### src/rtl/riscv_pkg.sv
// Shared RISC-V encoding definitions: instruction format codes, base opcodes and
// a signed range helper used by the immediate checker.
package riscv_pkg;

   typedef enum logic [2:0] {
      FMT_R = 3'd0,
      FMT_I = 3'd1,
      FMT_S = 3'd2,
      FMT_B = 3'd3,
      FMT_U = 3'd4,
      FMT_J = 3'd5
   } fmt_e;

   localparam logic [6:0] OPC_LOAD   = 7'b0000011;
   localparam logic [6:0] OPC_OP_IMM = 7'b0010011;
   localparam logic [6:0] OPC_AUIPC  = 7'b0010111;
   localparam logic [6:0] OPC_STORE  = 7'b0100011;
   localparam logic [6:0] OPC_OP     = 7'b0110011;
   localparam logic [6:0] OPC_LUI    = 7'b0110111;
   localparam logic [6:0] OPC_BRANCH = 7'b1100011;
   localparam logic [6:0] OPC_JALR   = 7'b1100111;
   localparam logic [6:0] OPC_JAL    = 7'b1101111;

   function automatic logic in_range(input logic signed [31:0] v,
                                     input logic signed [31:0] lo,
                                     input logic signed [31:0] hi);
      return (v >= lo) && (v <= hi);
   endfunction

endpackage

### src/rtl/instr_pack.sv
// Combinational field packer for R/I/S/B/U/J words. Format codes 6/7 are errors.
// Optional immediate range checking is enabled by defining IMM_RANGE_CHECK_EN.
module instr_pack
   import riscv_pkg::*;
(
   input  logic [2:0]  fmt_i,
   input  logic [6:0]  opcode_i,
   input  logic [2:0]  funct3_i,
   input  logic [6:0]  funct7_i,
   input  logic [4:0]  rd_i,
   input  logic [4:0]  rs1_i,
   input  logic [4:0]  rs2_i,
   input  logic [31:0] imm_i,
   output logic [31:0] word_o,
   output logic        err_o
);

   fmt_e fmt;
   logic fmt_err;
   logic range_err;

   assign fmt = fmt_e'(fmt_i);

   always_comb begin
      word_o  = '0;
      fmt_err = 1'b0;
      case (fmt)
         FMT_R: word_o = {funct7_i, rs2_i, rs1_i, funct3_i, rd_i, opcode_i};
         FMT_I: word_o = {imm_i[11:0], rs1_i, funct3_i, rd_i, opcode_i};
         FMT_S: word_o = {imm_i[11:5], rs2_i, rs1_i, funct3_i, imm_i[4:0], opcode_i};
         FMT_B: word_o = {imm_i[12], imm_i[10:5], rs2_i, rs1_i, funct3_i,
                          imm_i[4:1], imm_i[11], opcode_i};
         FMT_U: word_o = {imm_i[31:12], rd_i, opcode_i};
         FMT_J: word_o = {imm_i[20], imm_i[10:1], imm_i[11], imm_i[19:12], rd_i, opcode_i};
         default: fmt_err = 1'b1;
      endcase
   end

`ifdef IMM_RANGE_CHECK_EN
   logic signed [31:0] imm_s;
   assign imm_s = imm_i;

   // Branch/jump offsets must be even since bit 0 is not encoded.
   always_comb begin
      range_err = 1'b0;
      case (fmt)
         FMT_I, FMT_S: range_err = !in_range(imm_s, -32'sd2048, 32'sd2047);
         FMT_B: range_err = !in_range(imm_s, -32'sd4096, 32'sd4094) || imm_i[0];
         FMT_J: range_err = !in_range(imm_s, -32'sd1048576, 32'sd1048574) || imm_i[0];
         FMT_U: range_err = (imm_i[11:0] != 12'd0);
         default: range_err = 1'b0;
      endcase
   end
`else
   assign range_err = 1'b0;
`endif

   assign err_o = fmt_err || range_err;

endmodule

### src/rtl/instr_encoder.sv
// Instruction encoder: accepts encode requests, emits packed words with addresses
// through a one-entry output register. IMM_RANGE_CHECK_EN enables immediate checks.
module instr_encoder
   import riscv_pkg::*;
#(
   parameter logic [31:0] BASE_ADDR = 32'h0000_0000
) (
   input  logic        clk_i,
   input  logic        rst_i,
   input  logic        req_valid_i,
   output logic        req_ready_o,
   input  logic [2:0]  req_fmt_i,
   input  logic [6:0]  req_opcode_i,
   input  logic [2:0]  req_funct3_i,
   input  logic [6:0]  req_funct7_i,
   input  logic [4:0]  req_rd_i,
   input  logic [4:0]  req_rs1_i,
   input  logic [4:0]  req_rs2_i,
   input  logic [31:0] req_imm_i,
   output logic        instr_valid_o,
   input  logic        instr_ready_i,
   output logic [31:0] instr_wdata_o,
   output logic [31:0] instr_addr_o,
   output logic        err_o,
   output logic [7:0]  err_cnt_o,
   input  logic        clear_i
);

   logic        valid_q, valid_d;
   logic [31:0] wdata_q, wdata_d;
   logic [31:0] addr_q, addr_d;
   logic        err_q, err_d;
   logic [7:0]  cnt_q, cnt_d;

   logic [31:0] pack_word;
   logic        pack_err;
   logic        accept;
   logic        out_hs;

   instr_pack u_pack (
      .fmt_i    (req_fmt_i),
      .opcode_i (req_opcode_i),
      .funct3_i (req_funct3_i),
      .funct7_i (req_funct7_i),
      .rd_i     (req_rd_i),
      .rs1_i    (req_rs1_i),
      .rs2_i    (req_rs2_i),
      .imm_i    (req_imm_i),
      .word_o   (pack_word),
      .err_o    (pack_err)
   );

   // Valid/ready: a transfer occurs on a rising clk_i edge where valid and ready
   // are both high; valid holds and its payload stays stable until that edge.
   // The request side is ready whenever the output register is empty or draining.
   assign req_ready_o = !valid_q || instr_ready_i;
   assign accept      = req_valid_i && req_ready_o;
   assign out_hs      = valid_q && instr_ready_i;

   always_comb begin
      valid_d = valid_q;
      wdata_d = wdata_q;
      addr_d  = addr_q;
      err_d   = err_q;
      cnt_d   = cnt_q;

      if (out_hs) begin
         valid_d = 1'b0;
         addr_d  = addr_q + 32'd4;
      end
      if (accept && !pack_err) begin
         valid_d = 1'b1;
         wdata_d = pack_word;
      end

      // A new error on the clear cycle counts as the first error after clearing.
      if (clear_i) begin
         err_d = 1'b0;
         cnt_d = 8'd0;
      end
      if (accept && pack_err) begin
         err_d = 1'b1;
         if (clear_i)
            cnt_d = 8'd1;
         else if (cnt_q != 8'hFF)
            cnt_d = cnt_q + 8'd1;
      end
   end

   always_ff @(posedge clk_i) begin
      if (rst_i) begin
         valid_q <= 1'b0;
         wdata_q <= '0;
         addr_q  <= BASE_ADDR;
         err_q   <= 1'b0;
         cnt_q   <= 8'd0;
      end else begin
         valid_q <= valid_d;
         wdata_q <= wdata_d;
         addr_q  <= addr_d;
         err_q   <= err_d;
         cnt_q   <= cnt_d;
      end
   end

   assign instr_valid_o = valid_q;
   assign instr_wdata_o = wdata_q;
   assign instr_addr_o  = addr_q;
   assign err_o         = err_q;
   assign err_cnt_o     = cnt_q;

endmodule
### config.mk
export PLATFORM = sky130hd
export DESIGN_NAME = instr_encoder
export DESIGN_NICKNAME = d
export VERILOG_FILES = /design/src/rtl/riscv_pkg.sv /design/src/rtl/instr_pack.sv /design/src/rtl/instr_encoder.sv
export SDC_FILE = /design/constraint.sdc
export NUM_CORES = 1
export LEC_CHECK = 0
export CAP_MARGIN = 20
export CORE_MARGIN = 1
export CORE_UTILIZATION = 39
export DETAILED_ROUTE_END_ITERATION = 6
export PLACE_DENSITY = 0.74
export SYNTH_ARGS = -nofsm -noshare
export SYNTH_HDL_FRONTEND = slang
export SYNTH_SLANG_ARGS = --single-unit
### constraint.sdc
create_clock -name clk_i -period 1.9 [get_ports clk_i]
set_input_delay 0.57 -clock clk_i [delete_from_list [all_inputs] [get_ports clk_i]]
set_output_delay 0.57 -clock clk_i [all_outputs]
set_load 0.03 [all_outputs]
==> results.json, run 1 <==
{
  "status": "finished clean",
  "design.core.area_sq_mm": 0.008678,
  "grt_max_degree": 67,
  "synth_seq_area_share_pct": 41.45,
  "synthArstFlopShare_pct": 0,
  "gp_congestion": 0.8611,
  "report.final.slew_viol_count": 0,
  "number_of_cells_traversed_by_the_worst_hold_path": 2,
  "startpoint": "instr_ready_i",
  "largest_area_contributor_in_the_netlist": "dfxtp_1",
  "clock-sinks": 72,
  "cts_htree_levels": 3,
  "post_route_cells_drive_above_1_share_pct": 14.19,
  "synth_cells": 421,
  "worst_clock_skew_ps": 8.487,
  "rsz0062_at_grt": "yes",
  "holdCritPathClass": "reg -> reg",
  "via_count": 3939,
  "cellLeakagePower_nw": 2.316,
  "via_count_of_the_first_global_routing_pass": 3504,
  "irDropWorstVdd_v": 0.0003731,
  "crit_path_frequent_cell": "buf_4",
  "port_buffers": 144,
  "postSynthRegisterBits": 72,
  "global_route_wire_length_before_repair_mm": 16.35,
  "layout_setup_ws_ps": 62.46,
  "simple_logic_cell_fraction_of_the_synthesized_area_pct": 26.81,
  "data_required_critical_path_ps": 1330,
  "worst-endpoint-arrival_ps": 1270,
  "nFillCells": 777,
  "detail_route.iter0.violations": 106,
  "hold_path_end": "instr_wdata_o[6]$_SDFFE_PP0P_",
  "antenna_found_initial": 0,
  "areaGrowthSynthToFinish_pct": 58.44,
  "clk_transition_reported_paths_ps": 70,
  "synth_area_leaders": "dfxtp_1 (41%), a221oi_1 (5.8%), a21oi_1 (5.0%)",
  "final_ant_viol_nets": 0,
  "reg2reg_depth": 5,
  "fmax_mhz": 544.2,
  "die_width_um": 96.42,
  "num_antenna_cells": 0,
  "vias_per_cell": 5.571,
  "setup.worst_path.start_class": "input port",
  "pre_cts_slack_ps": -668.5,
  "ctsRootBufferMaster": "clkbuf_8",
  "launching_point_of_the_worst_reg2reg_path": "instr_addr_o[15]$_SDFFE_PP0P_",
  "worst_path_largest_cell_delay_ps": 150,
  "routed_wirelength_mm": 10.78,
  "grt_usage_pct": 23.08,
  "floorplan.die_area_sq_mm": 0.009297,
  "die_height_um": 96.42,
  "cts_buffer_depth": 2,
  "clock_latency_ps": 350,
  "rows": 34,
  "dpl.hpwl_mm": 7.860,
  "cts_made_buffers": 9,
  "synth.top_cells.by_count": "dfxtp_1 (72), nand2_1 (38), nor2_1 (37)",
  "hold_path.startpoint": "instr_wdata_o[6]$_SDFFE_PP0P_",
  "power.combinational.fraction_pct": 19.1,
  "post-route-period-util_pct": 96.71,
  "clock_tree_from_tritoncts": "done",
  "seq_power_share_pct": 44.2,
  "post_synthesis_cell_type_count": 45,
  "first_pass_iters": 5,
  "crit_path_end_kind": "output port",
  "p_int_mw": 2.620,
  "drcViolationCount": 0,
  "net-switching-power_uw": 983.7,
  "timing.critical_path.fanout_max": 5,
  "postLayoutCoreUtil_pct": 63.48,
  "synth-adder-area-share_pct": 0.7197,
  "synth_top_family_by_area": "simple AND/OR/NAND/NOR gates",
  "multi_input_comb_area_sq_mm": 0.001897,
  "final_cell_count_no_fill": 707,
  "nets": 668,
  "synth-warning-count": 0,
  "clockPowerShare_pct": 36.7,
  "timing.critical_path.cells": "buf_2 -> buf_4 -> nand2b_4 -> buf_4 -> buf_6",
  "number_of_hold_violations_in_the_final_report": 0,
  "setup_violations": 0,
  "multiplexer_area_fraction_after_synthesis_pct": 2.915,
  "crit-reg2reg-capture": "instr_addr_o[29]$_SDFFE_PP0P_",
  "path_class": "in -> out",
  "cp_top_family": "buffers and inverters",
  "period_minus_slack_ps": 1838,
  "synth_xor_area_share_pct": 2.267,
  "synth_top_cell_area_share_pct": 41.45,
  "r2r_slack_ps": 70,
  "grt.overflow.total": 0,
  "floorplan.initialDensity_pct": 40.07,
  "synth.most_common_cell": "dfxtp_1",
  "hold_buffers": 0,
  "seqCellArea_sq_mm": 0.001461,
  "synthesis.area_sq_mm": 0.003477,
  "drv.max_cap_violation_count": 0,
  "setup_total_negative_slack_ps": 0,
  "worst-path-buf-inv": 4,
  "dp_cells": 690,
  "postSynthAreaPerCell_sq_um": 8.259,
  "num_io_pins": 147,
  "crit_path_top_delay_cell": "buf_4",
  "powerDensity_mw_per_mm2": 654.1,
  "synth_compound_gate_area_share_pct": 20.76,
  "swShare_pct": 27.30,
  "synth_edf_count": 0,
  "dominantRegCellSynth": "dfxtp_1",
  "wl_per_cell_um": 15.25
}
==> cells in the final DEF (no fill, tap or decap), types with 5 or more instances in the layout <==
cell type	count
dlygate4sd2_1	72
clkdlybuf4s50_1	68
dfxtp_1	64
buf_4	44
nand2_1	38
nor2_1	36
a21oi_1	35
nor3_1	24
a221oi_1	21
or4_1	18
o31ai_1	17
nand3_1	15
o21ai_0	15
nand4_1	13
mux2i_1	9
clkbuf_8	9
and4_1	8
inv_1	7
nor2b_1	7
a211oi_1	6
xor2_1	6
or3_1	5
==> state kept, by name, summed over array words and instances, names as in the netlist <==
| name | count |
|---|---|
| err_cnt_o | 8 |
| err_o | 1 |
| instr_addr_o | 30 |
| instr_valid_o | 1 |
| instr_wdata_o | 32 |
==> per-layer routing <==
metal / vias to the layer above / GRT usage, % / wire length, um
met3: 15 / 6.886 / 950
met1: 1845 / 26.85 / 4397
met5: - / 0 / 0
met4: 0 / 10.29 / 183
li1: 1924 / - / -
met2: 155 / 39.13 / 5250
==> worst min-delay path: cells and delay by family (launching register included) <==
kind,cells,cell delay [ps]
DFF,1,310
AOI/OAI and AO/OA,1,50
and+or+nand+nor,1,50
==> logic make-up (layout without fill, tap and decap cells) <==
group,Yosys count,count (layout)
xor gates and xnor gates,9,9
muxes,10,10
AOI/OAI and AO/OA,108,108
DFF,72,72
other,1,2
adders and majority gates,2,2
and+or+nand+nor,178,178
buffers and inverters,41,218
==> layout make-up <==
type                            count  share of cell area [%]
Multi-Input combinational cell    309                   34.43
Clock buffer                       10                   2.317
Sequential cell                    72                   26.53
Timing Repair Buffer              193                   32.07
Clock inverter                      6                   1.522
Tap cell                          108                   2.453
Inverter                            9                  0.6814
==> power by group through the flow <==
stage	Combinational, mW	Clock [mW]	Sequential [mW]
2_1_floorplan	0.219	0	1.75
3_3_place_gp	0.710	0	1.63
3_5_place_dp	0.719	0	1.63
4_1_cts	0.684	1.35	1.60
5_1_grt	0.739	1.42	1.60
6_report	0.687	1.32	1.59
==> repair_timing <==
| item | CTS | global route |
|---|---|---|
| endpoints found under the setup margin | 123 | 14 |
| resized for setup | 78 | 9 |
| buffers inserted | 1 | 0 |
| pin swaps | 1 | 1 |
==> how the worst max path moves through the flow <==
stage	to	slack (ps)	depth (start not counted)
4_1_cts	instr_wdata_o[23]$_SDFFE_PP0P_	30	7
3_3_place_gp	instr_addr_o[31]$_SDFFE_PP0P_	-630	5
6_report	req_ready_o	60	5
3_5_place_dp	instr_addr_o[23]$_SDFFE_PP0P_	-670	6
5_1_grt	instr_addr_o[11]$_SDFFE_PP0P_	-3	5
2_1_floorplan	instr_addr_o[21]$_SDFFE_PP0P_	-3	5
==> stage by stage <==
stage / hold WS, ps / total power, mW / cell area [sq um]
floorplan: 519.9 / 1.964 / 3506
global placement: 443.6 / 2.342 / 5345
CTS: 458.3 / 3.634 / 5478
finish: 455.3 / 3.603 / 5509
detailed placement: 450.0 / 2.353 / 5345
global route: 482.6 / 3.763 / 5509
No activity file was read; power rests on OpenSTA's default activity.
==> run 2, diff against run 1 <==
--- a/config.mk
+++ b/config.mk
@@ -5,11 +5,13 @@
 export SDC_FILE = /design/constraint.sdc
 export NUM_CORES = 1
 export LEC_CHECK = 0
+export ABC_CLOCK_PERIOD_IN_PS = 1900
 export CAP_MARGIN = 20
 export CORE_MARGIN = 1
 export CORE_UTILIZATION = 39
 export DETAILED_ROUTE_END_ITERATION = 6
 export PLACE_DENSITY = 0.74
+export SKIP_LAST_GASP = 1
 export SYNTH_ARGS = -nofsm -noshare
 export SYNTH_HDL_FRONTEND = slang
 export SYNTH_SLANG_ARGS = --single-unit
==> run 2 against run 1 <==
Effect of this change:
- highest routed layer unchanged
- worst setup slack got worse by 23 ps
- critical endpoint unchanged
- die area unchanged
- clock-buffer cell count unchanged
- wire length down 0.63%
- register-to-register slack about the same
- combinational power about the same
- sequential share of layout area barely moved
- critical path depth is the same
==> results.json, run 2 (synthesis gave the netlist of run 1 again) <==
{
  "status": "finished clean",
  "num_antenna_cells": 0,
  "rows": 34,
  "grt.overflow.total": 0,
  "final_ant_viol_nets": 0,
  "routed_wirelength_mm": 10.71,
  "net-switching-power_uw": 979.4,
  "report.final.slew_viol_count": 0,
  "period_minus_slack_ps": 1861,
  "rsz0062_at_grt": "yes",
  "crit_path_frequent_cell": "buf_4",
  "clk_transition_reported_paths_ps": 70,
  "ctsRootBufferMaster": "clkbuf_8",
  "holdCritPathClass": "reg -> reg",
  "setup_total_negative_slack_ps": 0,
  "worst_path_largest_cell_delay_ps": 160,
  "clock-sinks": 72,
  "swShare_pct": 27.20,
  "fmax_mhz": 537.4,
  "port_buffers": 144,
  "cts_buffer_depth": 2,
  "drv.max_cap_violation_count": 0,
  "post_route_cells_drive_above_1_share_pct": 13.86,
  "via_count": 3948,
  "num_io_pins": 147,
  "gp_congestion": 0.8611,
  "nets": 668,
  "data_required_critical_path_ps": 1330,
  "path_class": "in -> out",
  "setup.worst_path.start_class": "input port",
  "worst_clock_skew_ps": 6.184,
  "drcViolationCount": 0,
  "post-route-period-util_pct": 97.95,
  "clock_latency_ps": 350,
  "clockPowerShare_pct": 36.7,
  "cts_htree_levels": 3,
  "cts_made_buffers": 9,
  "pre_cts_slack_ps": -668.5,
  "vias_per_cell": 5.584,
  "grt_usage_pct": 23.01,
  "finalPower_mw": 3.601,
  "floorplan.die_area_sq_mm": 0.009297,
  "timing.critical_path.cells": "clkbuf_2 -> buf_4 -> nand2b_4 -> buf_4 -> buf_4",
  "crit_path_end_kind": "output port",
  "irDropWorstVdd_v": 0.0003728,
  "antenna_found_initial": 0,
  "grt_max_degree": 67,
  "wl_per_cell_um": 15.15,
  "power.combinational.fraction_pct": 19.0,
  "layout_setup_ws_ps": 39.04,
  "clock_tree_from_tritoncts": "done",
  "detail_route.iter0.violations": 124,
  "areaGrowthSynthToFinish_pct": 57.93,
  "design.core.area_sq_mm": 0.008678,
  "timing.critical_path.fanout_max": 5,
  "first_pass_iters": 4,
  "worst-endpoint-arrival_ps": 1290,
  "largest_register_ff_count": 32,
  "crit_path_top_delay_cell": "buf_4",
  "p_int_mw": 2.621,
  "floorplan.initialDensity_pct": 40.07,
  "mostFrequentLayoutCell": "dlygate4sd2_1",
  "number_of_hold_violations_in_the_final_report": 0,
  "via_count_of_the_first_global_routing_pass": 3495,
  "dpl.hpwl_mm": 7.860,
  "global_route_wire_length_before_repair_mm": 16.30,
  "seq_power_share_pct": 44.3,
  "final_cell_mix": "dlygate4sd2_1 (72), clkdlybuf4s50_1 (68), dfxtp_1 (65), buf_4 (45), nand2_1 (38)",
  "powerDensity_mw_per_mm2": 655.7,
  "die_width_um": 96.42,
  "cellLeakagePower_nw": 2.313,
  "die_height_um": 96.42,
  "worst_hold_slack_ps": 454.8,
  "setup_violations": 0
}
==> run 2: cell count changes in the layout (fill, tap and decap cells not counted) <==
| cell | change |
|---|---|
| buf_4 | +1 |
| buf_2 | -1 |
| clkinv_1 | +1 |
| dfxtp_2 | +1 |
| clkbuf_2 | +1 |
| clkinvlp_4 | -1 |
| a221oi_2 | -1 |
| a221oi_1 | +1 |
| nor2b_2 | +1 |
| dfxtp_4 | -2 |
| nor2b_1 | -1 |
| dfxtp_1 | +1 |
| buf_6 | -1 |
==> run 2: area by class of cell <==
type / instances / area, sq um
Sequential cell: 72 / 1455
Inverter: 9 / 33.78
Tap cell: 108 / 135.1
Multi-Input combinational cell: 309 / 1893
Fill cell: 780 / 3187
Clock inverter: 6 / 83.83
Timing Repair Buffer: 193 / 1763
Clock buffer: 10 / 127.6
==> run 2: repair_timing <==
action	4_1_cts	5_1_grt
setup endpoints to repair	123	21
pin swaps	1	1
gates cloned	0	0
setup buffers	1	0
resized for setup	73	8
hold buffers	0	0
==> run 2: critical path, delay by kind of cell <==
| kind | cells | cell delay (ps) |
|---|---|---|
| buffers and inverters | 4 | 570 |
| and+or+nand+nor | 1 | 150 |
==> run 2: power groups by stage <==
stage	Clock (mW)	Sequential [mW]	Combinational, mW
after floorplan	0	1.75	0.219
after global placement	0	1.63	0.710
after detailed placement	0	1.63	0.719
after CTS	1.35	1.60	0.682
after global routing	1.42	1.60	0.736
final	1.32	1.60	0.684
==> run 2: worst paths after layout <==
kind,from,end,slack [ps],depth (start not counted)
min,instr_wdata_o[6]$_SDFFE_PP0P_,instr_wdata_o[6]$_SDFFE_PP0P_,450,2
max reg2reg,instr_addr_o[15]$_SDFFE_PP0P_,instr_addr_o[29]$_SDFFE_PP0P_,70,5
min reg2reg,instr_wdata_o[6]$_SDFFE_PP0P_,instr_wdata_o[6]$_SDFFE_PP0P_,450,2
max,instr_ready_i,req_ready_o,40,5
==> run 2: through the flow <==
step	cells	cell area, sq um	util, %
final	707	5492	63.28
after global routing	707	5492	63.28
after CTS	707	5473	63.06
after detailed placement	690	5345	61.59
after global placement	690	5345	61.59
after floorplan	422	3506	-
==> run 2: layer usage <==
| metal | global-route usage (%) | routed length (um) | part of all wire (%) |
|---|---|---|---|
| met3 | 6.886 | 1005 | 9.4 |
| met4 | 10.29 | 176 | 1.6 |
| met1 | 26.85 | 4321 | 40 |
| met2 | 38.89 | 5210 | 49 |
| met5 | 0 | 0 | 0 |
